`src/rtl/usr_pkg.sv`:
```
// Shared types and helpers for the universal shift register.
package usr_pkg;

  typedef enum logic [1:0] {
    MODE_HOLD = 2'b00,
    MODE_SHR  = 2'b01,
    MODE_SHL  = 2'b10,
    MODE_LOAD = 2'b11
  } usr_mode_e;

  // Counter width able to hold 0..width.
  function automatic int usr_cnt_w(input int width);
    return $clog2(width + 1);
  endfunction

endpackage

```
`src/rtl/usr_frame_counter.sv`:
```
// Shift counter: counts shifts modulo WIDTH and pulses done after each full frame.
module usr_frame_counter #(
  parameter int WIDTH = 8,
  parameter int CNT_W = 4
) (
  input  logic             clk,
  input  logic             rst,
  input  logic             inc,
  input  logic             zero,
  output logic [CNT_W-1:0] cnt,
  output logic             done
);

  localparam logic [CNT_W-1:0] LAST = CNT_W'(WIDTH - 1);

  logic [CNT_W-1:0] cnt_q, cnt_d;
  logic             done_q, done_d;

  // zero (clear or load) overrides a shift in the same cycle, so no pulse is produced.
  always_comb begin
    // NOTE: every combinational output gets a default first so no path infers a latch.
    cnt_d  = cnt_q;
    done_d = 1'b0;
    if (zero) begin
      cnt_d = '0;
    end else if (inc) begin
      if (cnt_q == LAST) begin
        cnt_d  = '0;
        done_d = 1'b1;
      end else begin
        cnt_d = cnt_q + CNT_W'(1);
      end
    end
  end

  always_ff @(posedge clk or posedge rst) begin
    // NOTE: sequential state uses non-blocking assignments so all registers update together.
    if (rst) begin
      cnt_q  <= '0;
      done_q <= 1'b0;
    end else begin
      cnt_q  <= cnt_d;
      done_q <= done_d;
    end
  end

  assign cnt  = cnt_q;
  assign done = done_q;

endmodule

```
`src/rtl/universal_shift_reg.sv`:
```
// Universal shift register: hold / shift right / shift left / parallel load,
// with synchronous clear and a frame counter that flags every WIDTH shifts.
module universal_shift_reg
  import usr_pkg::*;
#(
  parameter int WIDTH = 8,
  parameter int CNT_W = usr_cnt_w(WIDTH)
) (
  input  logic             clk,
  input  logic             rst,
  input  logic             en,
  input  logic             clr,
  input  logic [1:0]       mode,
  input  logic             serial_in_msb,
  input  logic             serial_in_lsb,
  input  logic [WIDTH-1:0] par_in,
  output logic [WIDTH-1:0] q,
  output logic             serial_out_r,
  output logic             serial_out_l,
  output logic [CNT_W-1:0] shift_cnt,
  output logic             frame_done
);

  logic [WIDTH-1:0] q_q, q_d;
  logic             cnt_inc, cnt_zero;
  usr_mode_e        mode_e;

  assign mode_e = usr_mode_e'(mode);

  // Priority: clr over the enable, and the enable over the mode.
  always_comb begin
    q_d      = q_q;
    cnt_inc  = 1'b0;
    cnt_zero = 1'b0;
    if (clr) begin
      q_d      = '0;
      cnt_zero = 1'b1;
    end else if (en) begin
      unique case (mode_e)
        MODE_HOLD: q_d = q_q;
        MODE_SHR: begin
          q_d     = {serial_in_msb, q_q[WIDTH-1:1]};
          cnt_inc = 1'b1;
        end
        MODE_SHL: begin
          q_d     = {q_q[WIDTH-2:0], serial_in_lsb};
          cnt_inc = 1'b1;
        end
        MODE_LOAD: begin
          q_d      = par_in;
          cnt_zero = 1'b1;
        end
        default: q_d = q_q;
      endcase
    end
  end

  always_ff @(posedge clk or posedge rst) begin
    if (rst) q_q <= '0;
    else     q_q <= q_d;
  end

  usr_frame_counter #(
    .WIDTH(WIDTH),
    .CNT_W(CNT_W)
  ) u_frame_counter (
    .clk (clk),
    .rst (rst),
    .inc (cnt_inc),
    .zero(cnt_zero),
    .cnt (shift_cnt),
    .done(frame_done)
  );

  assign q            = q_q;
  assign serial_out_r = q_q[0];
  assign serial_out_l = q_q[WIDTH-1];

endmodule

```
`config.mk`:
```
export PLATFORM = sky130hd
export DESIGN_NAME = universal_shift_reg
export DESIGN_NICKNAME = d
export VERILOG_FILES = /design/src/rtl/usr_pkg.sv /design/src/rtl/usr_frame_counter.sv /design/src/rtl/universal_shift_reg.sv
export SDC_FILE = /design/constraint.sdc
export NUM_CORES = 1
export LEC_CHECK = 0
export CORE_AREA = 2 2 40 57
export DETAILED_ROUTE_END_ITERATION = 16
export DIE_AREA = 0 0 42 59
export PLACE_DENSITY = 0.75
export SETUP_SLACK_MARGIN = 0.5
export SYNTH_ARGS = -nofsm -noshare
export SYNTH_HDL_FRONTEND = slang
export SYNTH_SLANG_ARGS = --single-unit
```
`constraint.sdc`:
```
create_clock -name clk -period 1.35 [get_ports clk]
set_input_delay 0.135 -clock clk [delete_from_list [all_inputs] [get_ports clk]]
set_output_delay 0.135 -clock clk [all_outputs]
set_load 0.02 [all_outputs]
```
Word level (Yosys, flattened, before mapping)
Cells that the tools add are included.
Widths: inputs -> output; s select.

storage, ports and cells
  word-level logic and storage cells = 29
  register bits after elaboration = 13
  input bits = 16
  output and inout bits = 15

cells by class
  reduce and logical (&&, ||, !) cells = 5
  equality and inequality tests = 5
  mux-type cells = 15
  add/sub/neg operators = 1

operators by type and width
  operator             number
  $pmux 8 s3           1
  $mux 8               2
  $mux 4               3
  $mux 1               9
  $add 4x1->4 const B  1
  $eq 2x2->1 const B   2
  $eq 4x3->1 const B   1
  $reduce_bool 2->1    2
  $eq 2x1->1 const B   1
  $logic_not 2->1      1
  $ne 2x2->1 const B   1
  $reduce_and 2->1     1
  $reduce_or 2->1      1

Longest topological paths before layout
Gate-level depths: netlist of the first run.

  depth in word-level cells = 7
  mapped depth = 7

Hierarchy
From an unflattened synthesis of the first run, not the netlist that was laid out.

second synthesis, totals
  cell total of the unflattened synthesis = 80
  area, all modules = 817.0 um^2

by module, submodules not included
  module               instances  cells each  sequential area each (um^2)  area each (um^2)
  universal_shift_reg  1          58          200.2                        559.3
  usr_frame_counter    1          22          125.1                        257.7

Worst setup path before layout of the first run
No wires, ideal clock.

  path kind = input -> register
  start point = input port mode[0]
  end point = register u_frame_counter.cnt_q[3], in the netlist u_frame_counter.cnt[3]
  slack = -0.073 ns
  arrival time = 1.328 ns
  path buffers = 0
  setup time = 0.095 ns
  required time = 1.255 ns
  stages = 5
  path through = inv_1 -> ha_1 -> nand3b_1 -> or4b_4 -> o32ai_2

on the way
  cells in the longest elaborated chain, start to end = 6

ends and longest elaborated chain
  element                                          line                       RTL
  from (decl)                                      universal_shift_reg.sv:13  input logic [1:0] mode,
  $eq 2x2->1 / $eq 2x1->1 (equally long branches)  universal_shift_reg.sv:39  unique case (mode_e)
  $reduce_or 2->1 (no source line)                 --
  $mux 1                                           universal_shift_reg.sv:39
  $mux 1                                           universal_shift_reg.sv:38  end else if (en) begin
  $mux 1                                           universal_shift_reg.sv:35  if (clr) begin
  $reduce_bool 2->1 (no source line)               --
  to (signal assigned)                             usr_frame_counter.sv:42    cnt_q <= cnt_d;
  to (decl)                                        usr_frame_counter.sv:16    logic [CNT_W-1:0] cnt_q, cnt_d;

Several ways; a longest one is shown, not always the timed one.
A chain may end at the register's enable or synchronous reset.

Final worst setup path of the first run
  start point = register u_frame_counter.cnt_q[1], in the netlist u_frame_counter.cnt[1]
  end point = register u_frame_counter.cnt_q[2], in the netlist u_frame_counter.cnt[2]

on the way
  cells in the longest elaborated chain, start to end = 4

ends and longest elaborated chain
  element                                           line                                              RTL
  $add 4x1->4 / $eq 4x3->1 (equally long branches)  usr_frame_counter.sv:31, usr_frame_counter.sv:27
  $mux 4 *                                          usr_frame_counter.sv:27                           if (cnt_q == LAST) begin
  $mux 4 *                                          usr_frame_counter.sv:26                           end else if (inc) begin
  $mux 4 *                                          usr_frame_counter.sv:24                           if (zero) begin

Mark *: on every way between the ends. The rest lies on a longest branch, timed or not. The select of a mux whose other input is x is not followed.

==> impl_metrics.csv, run 1 <==
group,metric,value,unit
synth,synthTopCellsByCount,"13 x dfrtp_1, 12 x nor2_1, 11 x nand2_1",
timing,rsz0062_at_grt,"yes",
synth,synthesis.nets,104,
synth,netlist_area,762.0,um2
final_layout,area_growth,112.2,%
route,drc,0,
timing,tightest_slew,523.8,ps
power,power_density,716.0,nW/um2
synth,synthArstFlopShare,100.0,%
cts,cts.path.max_buffers,2,
placed_design,gp_congestion,0.7682,
placed_design,dpl.cell_count,138,
cts,ctsHtreeMaxLevel,1,
power,combinationalPowerShare,39.2,%
flow_run,drv_cap,0,
placed_design,dp_slack,-676.2,ps
worst_setup_path,path_max_fanout,4,
route,drt_wl_total,3041,um
route,dr.pass1.iters,4,
route,drtIter0Drc,44,
final_layout,fillers,106,
placed_design,io_buffers,30,
final_layout,instances_no_fill,167,
timing,slew_viol_final,0,
timing,fin_ws,135.2,ps
synth,synthCells,84,
global_routing,grt_pass1_wl,4250,um
cts,clk_latency,310,ps
floorplanning,start_util,39.57,%
hold_path,worstHoldPathType,"in2async",
power,p_leak,0.6923,nW
worst_setup_path,rr_worst_depth,4,
route,vias,974,
timing,hold_viol,0,
worst_setup_path,cpMaxStageDelayCell,"dfrtp_1",
power,internal-power,0.7675,mW
synth,yosysMostFrequentCell,"dfrtp_1",
cts,root_buffer,"clkbuf_4",
timing,final.setup.tns,0,ps
floorplanning,die_h,59,um
power,power.total,1.157,mW
synth,netlist_top_cells_area,"dfrtp_1 43%, a311oi_1 9.2%, a22oi_1 7.9%, ha_1 6.6%, nor2_1 5.9%",
route,drtAntennaViolNets,0,
cts,cts_num_sinks,13,
final_layout,finalNetCount,167,
timing,period_needed,1215,ps
power,p_sw,0.3899,mW
floorplanning,die_w,42,um
timing,holdWs,144.5,ps
synth,yosysSeqAreaShare,42.69,%
placed_design,hpwlAfterDp,1474,um
timing,period_share,89.99,%
synth,synth-seq-cells,13,
worst_setup_path,critPathLaunchType,"flop",
power,seqPwrFrac,37.3,%
cts,cts_tree,"yes",
synth,postSynthAreaPerCell,9.071,um2
final_layout,regArea,326.6,um2
floorplanning,die_area,2478,um2
outcome,status,"finished clean",
final_layout,diodes,0,
floorplanning,io_pins,31,
synth,post-synth-top-area-fraction,42.69,%
worst_setup_path,critPathRequiredTime,1580,ps
timing,slew_headroom,65.04,%
timing,clock.fmax,823.2,MHz
final_layout,multi_input_area,546.8,um2
global_routing,antenna_found_initial,0,
global_routing,grt_pass1_vias,980,
synth,synth_edf_count,0,
cts,clk_pin_slew,100,ps
power,power.share.clock,23.5,%
cts,numCtsBuffers,3,
route,wl_per_cell,18.21,um
final_layout,layout-drive-gt1-share,63.01,%
worst_setup_path,path_cells,"ha_4 > inv_2 > or3_1 > a21oi_1",
power,vdd_drop_max,0.6679,mV
global_routing,grt_max_degree,14,
synth,synth_flop_cell,"dfrtp_1",
global_routing,overflow,0,
floorplanning,rows,19,
worst_setup_path,end_kind,"flop",
floorplanning,fp.coreArea,1926,um2
synth,ys_types,21,
synth,ys_warn_count,0,
timing,setup_violations,0,
power,p_sw_share,33.69,%
timing,fin_skew,19.67,ps
worst_setup_path,cp_slowest_stage_delay,420,ps
worst_setup_path,critPathKind,"reg2reg",
global_routing,gr-usage-all-layers,22.97,%
worst_setup_path,worstPathArrival,1450,ps
route,routed_via_density,5.832,
synth,synth_top_area_cell,"dfrtp_1",
[sequential cells by signal, indices dropped and copies added (netlist names)]
name                  count
q                         8
u_frame_counter.done      1
u_frame_counter.cnt       4
[layer usage]
metal	vias to the layer above	wire length (um)	GRT usage, %
met5	-	0	0
met4	0	163	13.36
met3	17	149	4.573
met2	58	1671	42.86
met1	471	1057	23.45
li1	428	-	-
[critical path, delay by kind of cell, from the launching register on]
kind,cells,cell delay (ps)
fa+ha+maj,1,190
compound gates,1,180
buf+inv,1,40
flops,1,420
simple gates,1,330
[layout make-up]
| class | instances | area share, % |
|---|---|---|
| timing repair buffer | 65 | 39.94 |
| multi-input combinational | 57 | 33.82 |
| sequential | 13 | 20.20 |
| inverter | 7 | 2.709 |
| tap | 21 | 1.625 |
| clock buffer | 3 | 1.393 |
| clock inverter | 1 | 0.3096 |
[power by group through the flow]
stage | Clock [mW] | Combinational [mW] | Sequential, mW
6_report | 0.272 | 0.453 | 0.432
5_1_grt | 0.293 | 0.478 | 0.434
4_1_cts | 0.254 | 0.380 | 0.426
3_5_place_dp | 0 | 0.274 | 0.441
3_3_place_gp | 0 | 0.269 | 0.440
2_1_floorplan | 0 | 0.109 | 0.463
[final timing paths]
| path | from | endpoint | slack, ps |
|---|---|---|---|
| setup / recovery | u_frame_counter.cnt[1] | u_frame_counter.cnt[2] | 140 |
| hold / removal | rst | u_frame_counter.done | 140 |
| setup reg to reg | u_frame_counter.cnt[1] | u_frame_counter.cnt[2] | 140 |
| hold reg to reg | u_frame_counter.cnt[3] | u_frame_counter.done | 580 |
| max in group asynchronous | rst | u_frame_counter.cnt[0] | 800 |
| min in group clk | en | u_frame_counter.done | 240 |
[stage by stage]
step | area, um2 | utilization (%)
after global placement | 1164 | 60.43
final | 1617 | 83.95
after CTS | 1476 | 76.67
after floorplan | 798.3 | -
after detailed placement | 1164 | 60.43
after global routing | 1617 | 83.95
[cell usage in the layout (no fill, tap or decap), types with 2 or more instances in the layout]
cell,count
dfrtp_1,12
buf_4,20
o21ai_0,2
nand2_1,7
inv_1,3
buf_6,28
ha_4,4
a311oi_2,7
a21oi_1,3
buf_2,2
nor2_2,2
nand2_2,4
buf_8,2
a22oi_2,7
nor2_1,8
inv_2,2
nor2_4,2
clkbuf_4,3
clkdlybuf4s50_1,12
[cells by family (layout without fill, tap and decap cells)]
family | count (synthesis) | in the layout | synth area share, %
AND/OR/NAND/NOR | 28 | 28 | 16.42
AO/OA/AOI/OAI | 25 | 25 | 26.11
buffers and inverters | 14 | 76 | 8.210
flip-flops | 13 | 13 | 42.69
adder cells (fa/ha/maj) | 4 | 4 | 6.568
[timing repair]
item	in CTS	in global routing
gates cloned	1	0
setup buffers	24	0
resized for setup	125	34
endpoints found under the setup margin	28	28
hold buffers	0	0
pin swaps	18	17
hold endpoints to repair	0	0
Power figures use the tool's default switching activity.
==> run 2, diff against run 1 <==
--- a/config.mk
+++ b/config.mk
@@ -6,10 +6,12 @@
 export NUM_CORES = 1
 export LEC_CHECK = 0
 export CORE_AREA = 2 2 40 57
+export CTS_CLUSTER_DIAMETER = 30
 export DETAILED_ROUTE_END_ITERATION = 16
 export DIE_AREA = 0 0 42 59
 export PLACE_DENSITY = 0.75
 export SETUP_SLACK_MARGIN = 0.5
+export SLEW_MARGIN = 10
 export SYNTH_ARGS = -nofsm -noshare
 export SYNTH_HDL_FRONTEND = slang
 export SYNTH_SLANG_ARGS = --single-unit
==> results of run 2 <==
No change in the layout: final DEF, timing and power equal those of run 1.
==> edit, RTL diff (flow settings as in run 2) <==
`WIDTH` is set to 8 in 2 places; all go to 6.
--- a/src/rtl/usr_frame_counter.sv
+++ b/src/rtl/usr_frame_counter.sv
@@ -1,6 +1,6 @@
 // Shift counter: counts shifts modulo WIDTH and pulses done after each full frame.
 module usr_frame_counter #(
-  parameter int WIDTH = 8,
+  parameter int WIDTH = 6,
   parameter int CNT_W = 4
 ) (
   input  logic             clk,
--- a/src/rtl/universal_shift_reg.sv
+++ b/src/rtl/universal_shift_reg.sv
@@ -3,7 +3,7 @@
 module universal_shift_reg
   import usr_pkg::*;
 #(
-  parameter int WIDTH = 8,
+  parameter int WIDTH = 6,
   parameter int CNT_W = usr_cnt_w(WIDTH)
 ) (
   input  logic             clk,
Ports: changed (resized par_in, q and shift_cnt); port bits go from 31 to 26. The function was not compared with the original's and may differ.
==> edit against run 2 <==
Sequential cell count down 3; utilization shrank 19 points; synthesized area down 17%; clock skew is 0.0085 ns lower; setup slack better by 0.16 ns; design area down 23%; total power is 22% lower; count of clock-buffer cells in the layout grew 1; routed wire length down 37%.
==> edit: results (changes against run 2) <==
\begin{tabular}{lr}
\hline
Metric & Value \\
\hline
\multicolumn{2}{l}{\textbf{STA}} \\
\quad Fin Clk Skew & 0.0112 ns (-0.00852 ns) \\
\quad Headroom to the max-slew limit & 72.7\% (+7.6 points) \\
\quad Worst hold margin & 0.145 ns (+0.000402 ns) \\
\multicolumn{2}{l}{\textbf{Clocking}} \\
\quad Number of buffers inserted by post-CTS setup repair & 6 (-75\%) \\
\quad Post-cts resize count & 87 (-30\%) \\
\quad Clock-pin slew of the registers on the worst-case setup and hold paths & 0.07 ns (-0.03 ns) \\
\multicolumn{2}{l}{\textbf{Final layout}} \\
\quad Fraction of final layout cells with drive strength greater than 1 & 66.4\% (+3.3 points) \\
\quad Final net count & 125 (-25\%) \\
\multicolumn{2}{l}{\textbf{Placed design}} \\
\quad Routability congestion estimate & 0.794 (+3.3\%) \\
\quad HPWL after detailed placement & 1250 um (-15\%) \\
\multicolumn{2}{l}{\textbf{Detailed routing}} \\
\quad Met2 WL & 1050 um (-37\%) \\
\quad Number of DRC markers in iteration 0 & 15 (-66\%) \\
\quad Metal3 WL & 112 um (-25\%) \\
\quad Post-Route M1 WL & 686 um (-35\%) \\
\quad Vias after detailed routing & 676 (-31\%) \\
\multicolumn{2}{l}{\textbf{Logic synthesis}} \\
\quad Most frequent cells after synthesis & sky130\_fd\_sc\_hd\_\_dfrtp\_1, sky130\_fd\_sc\_hd\_\_nor2\_1, sky130\_fd\_sc\_hd\_\_nand2\_1 \\
\quad Mapped Nets & 78 (-25\%) \\
\quad Share of synthesized area occupied by flip-flops and latches & 39.5\% (-3.2 points) \\
\multicolumn{2}{l}{\textbf{Setup path}} \\
\quad Startpoint of the most critical setup path & q[1]\$\_DFFE\_PP0P\_ \\
\quad Critical path endpoint & q[0]\$\_DFFE\_PP0P\_ \\
\quad Arrival time reported for the critical path endpoint & 1.21 ns (-0.24 ns) \\
\quad Flop2flop setup slack & 0.29 ns (+0.16 ns) \\
\multicolumn{2}{l}{\textbf{Global routing}} \\
\quad Vias in the first global route & 715 (-27\%) \\
\quad All-layer global routing usage & 17.4\% (-5.5 points) \\
\quad Pin count of the biggest net entering global routing & 11 (-3) \\
\multicolumn{2}{l}{\textbf{Run status}} \\
\quad Outcome & finished clean \\
\multicolumn{2}{l}{\textbf{Power}} \\
\quad Static leakage & 0.000535 uW (-23\%) \\
\quad Worst IR drop on VDD & 0.000506 V (-24\%) \\
\hline
\end{tabular}
## edit: cell types whose count changed after synthesis, moves of 3 or more
cell,before,now
sky130_fd_sc_hd__a311oi_1,8,0
sky130_fd_sc_hd__nand2_1,11,6
sky130_fd_sc_hd__a22oi_1,8,4
sky130_fd_sc_hd__a311oi_2,0,4
sky130_fd_sc_hd__inv_1,7,3
sky130_fd_sc_hd__a21oi_1,3,0
sky130_fd_sc_hd__buf_6,0,3
sky130_fd_sc_hd__clkbuf_1,3,0
sky130_fd_sc_hd__dfrtp_1,13,10
## edit: stage by stage
stage | util (%) | TNS, ns | cells
finish | 64.7 | 0 | 128
global route | 64.7 | 0 | 128
CTS | 60.4 | 0 | 123
detailed placement | 54.3 | -3.27 | 112
global placement | 54.3 | -2.85 | 112
floorplan | - | 0 | 61
## edit: area by class of cell
class,instances,area [sq um]
sequential,10,255
timing repair buffer,47,469
inverter,3,31.3
fill,145,679
multi-input combinational,43,438
clock buffer,4,26.3
tap,21,26.3
## edit: where the power goes
group | switching, uW | internal (uW) | leakage, uW
combinational | 150 | 188 | 0.000391
clock | 109 | 114 | 0.0000150
sequential | 21.2 | 317 | 0.000129
total | 280 | 619 | 0.000535
## edit: layer usage
metal,GRT usage [%],up-vias
met1,18.2,326
met3,2.74,8
met5,0,-
met4,11.5,0
met2,31.9,28
li1,-,314
## edit: kinds of logic after synthesis
kind of cell,synth area share [%]
compound gates,24.3
fa+ha+maj,5.93
buf+inv,9.48
flops,39.5
mux,1.58
simple gates,19.2
## edit: worst max-delay path, stage by stage, from the launching register on
cell and delay (ns):
sky130_fd_sc_hd__dfrtp_2 0.44, sky130_fd_sc_hd__buf_4 0.15, sky130_fd_sc_hd__a221oi_2 0.25, sky130_fd_sc_hd__a211oi_1 0.11
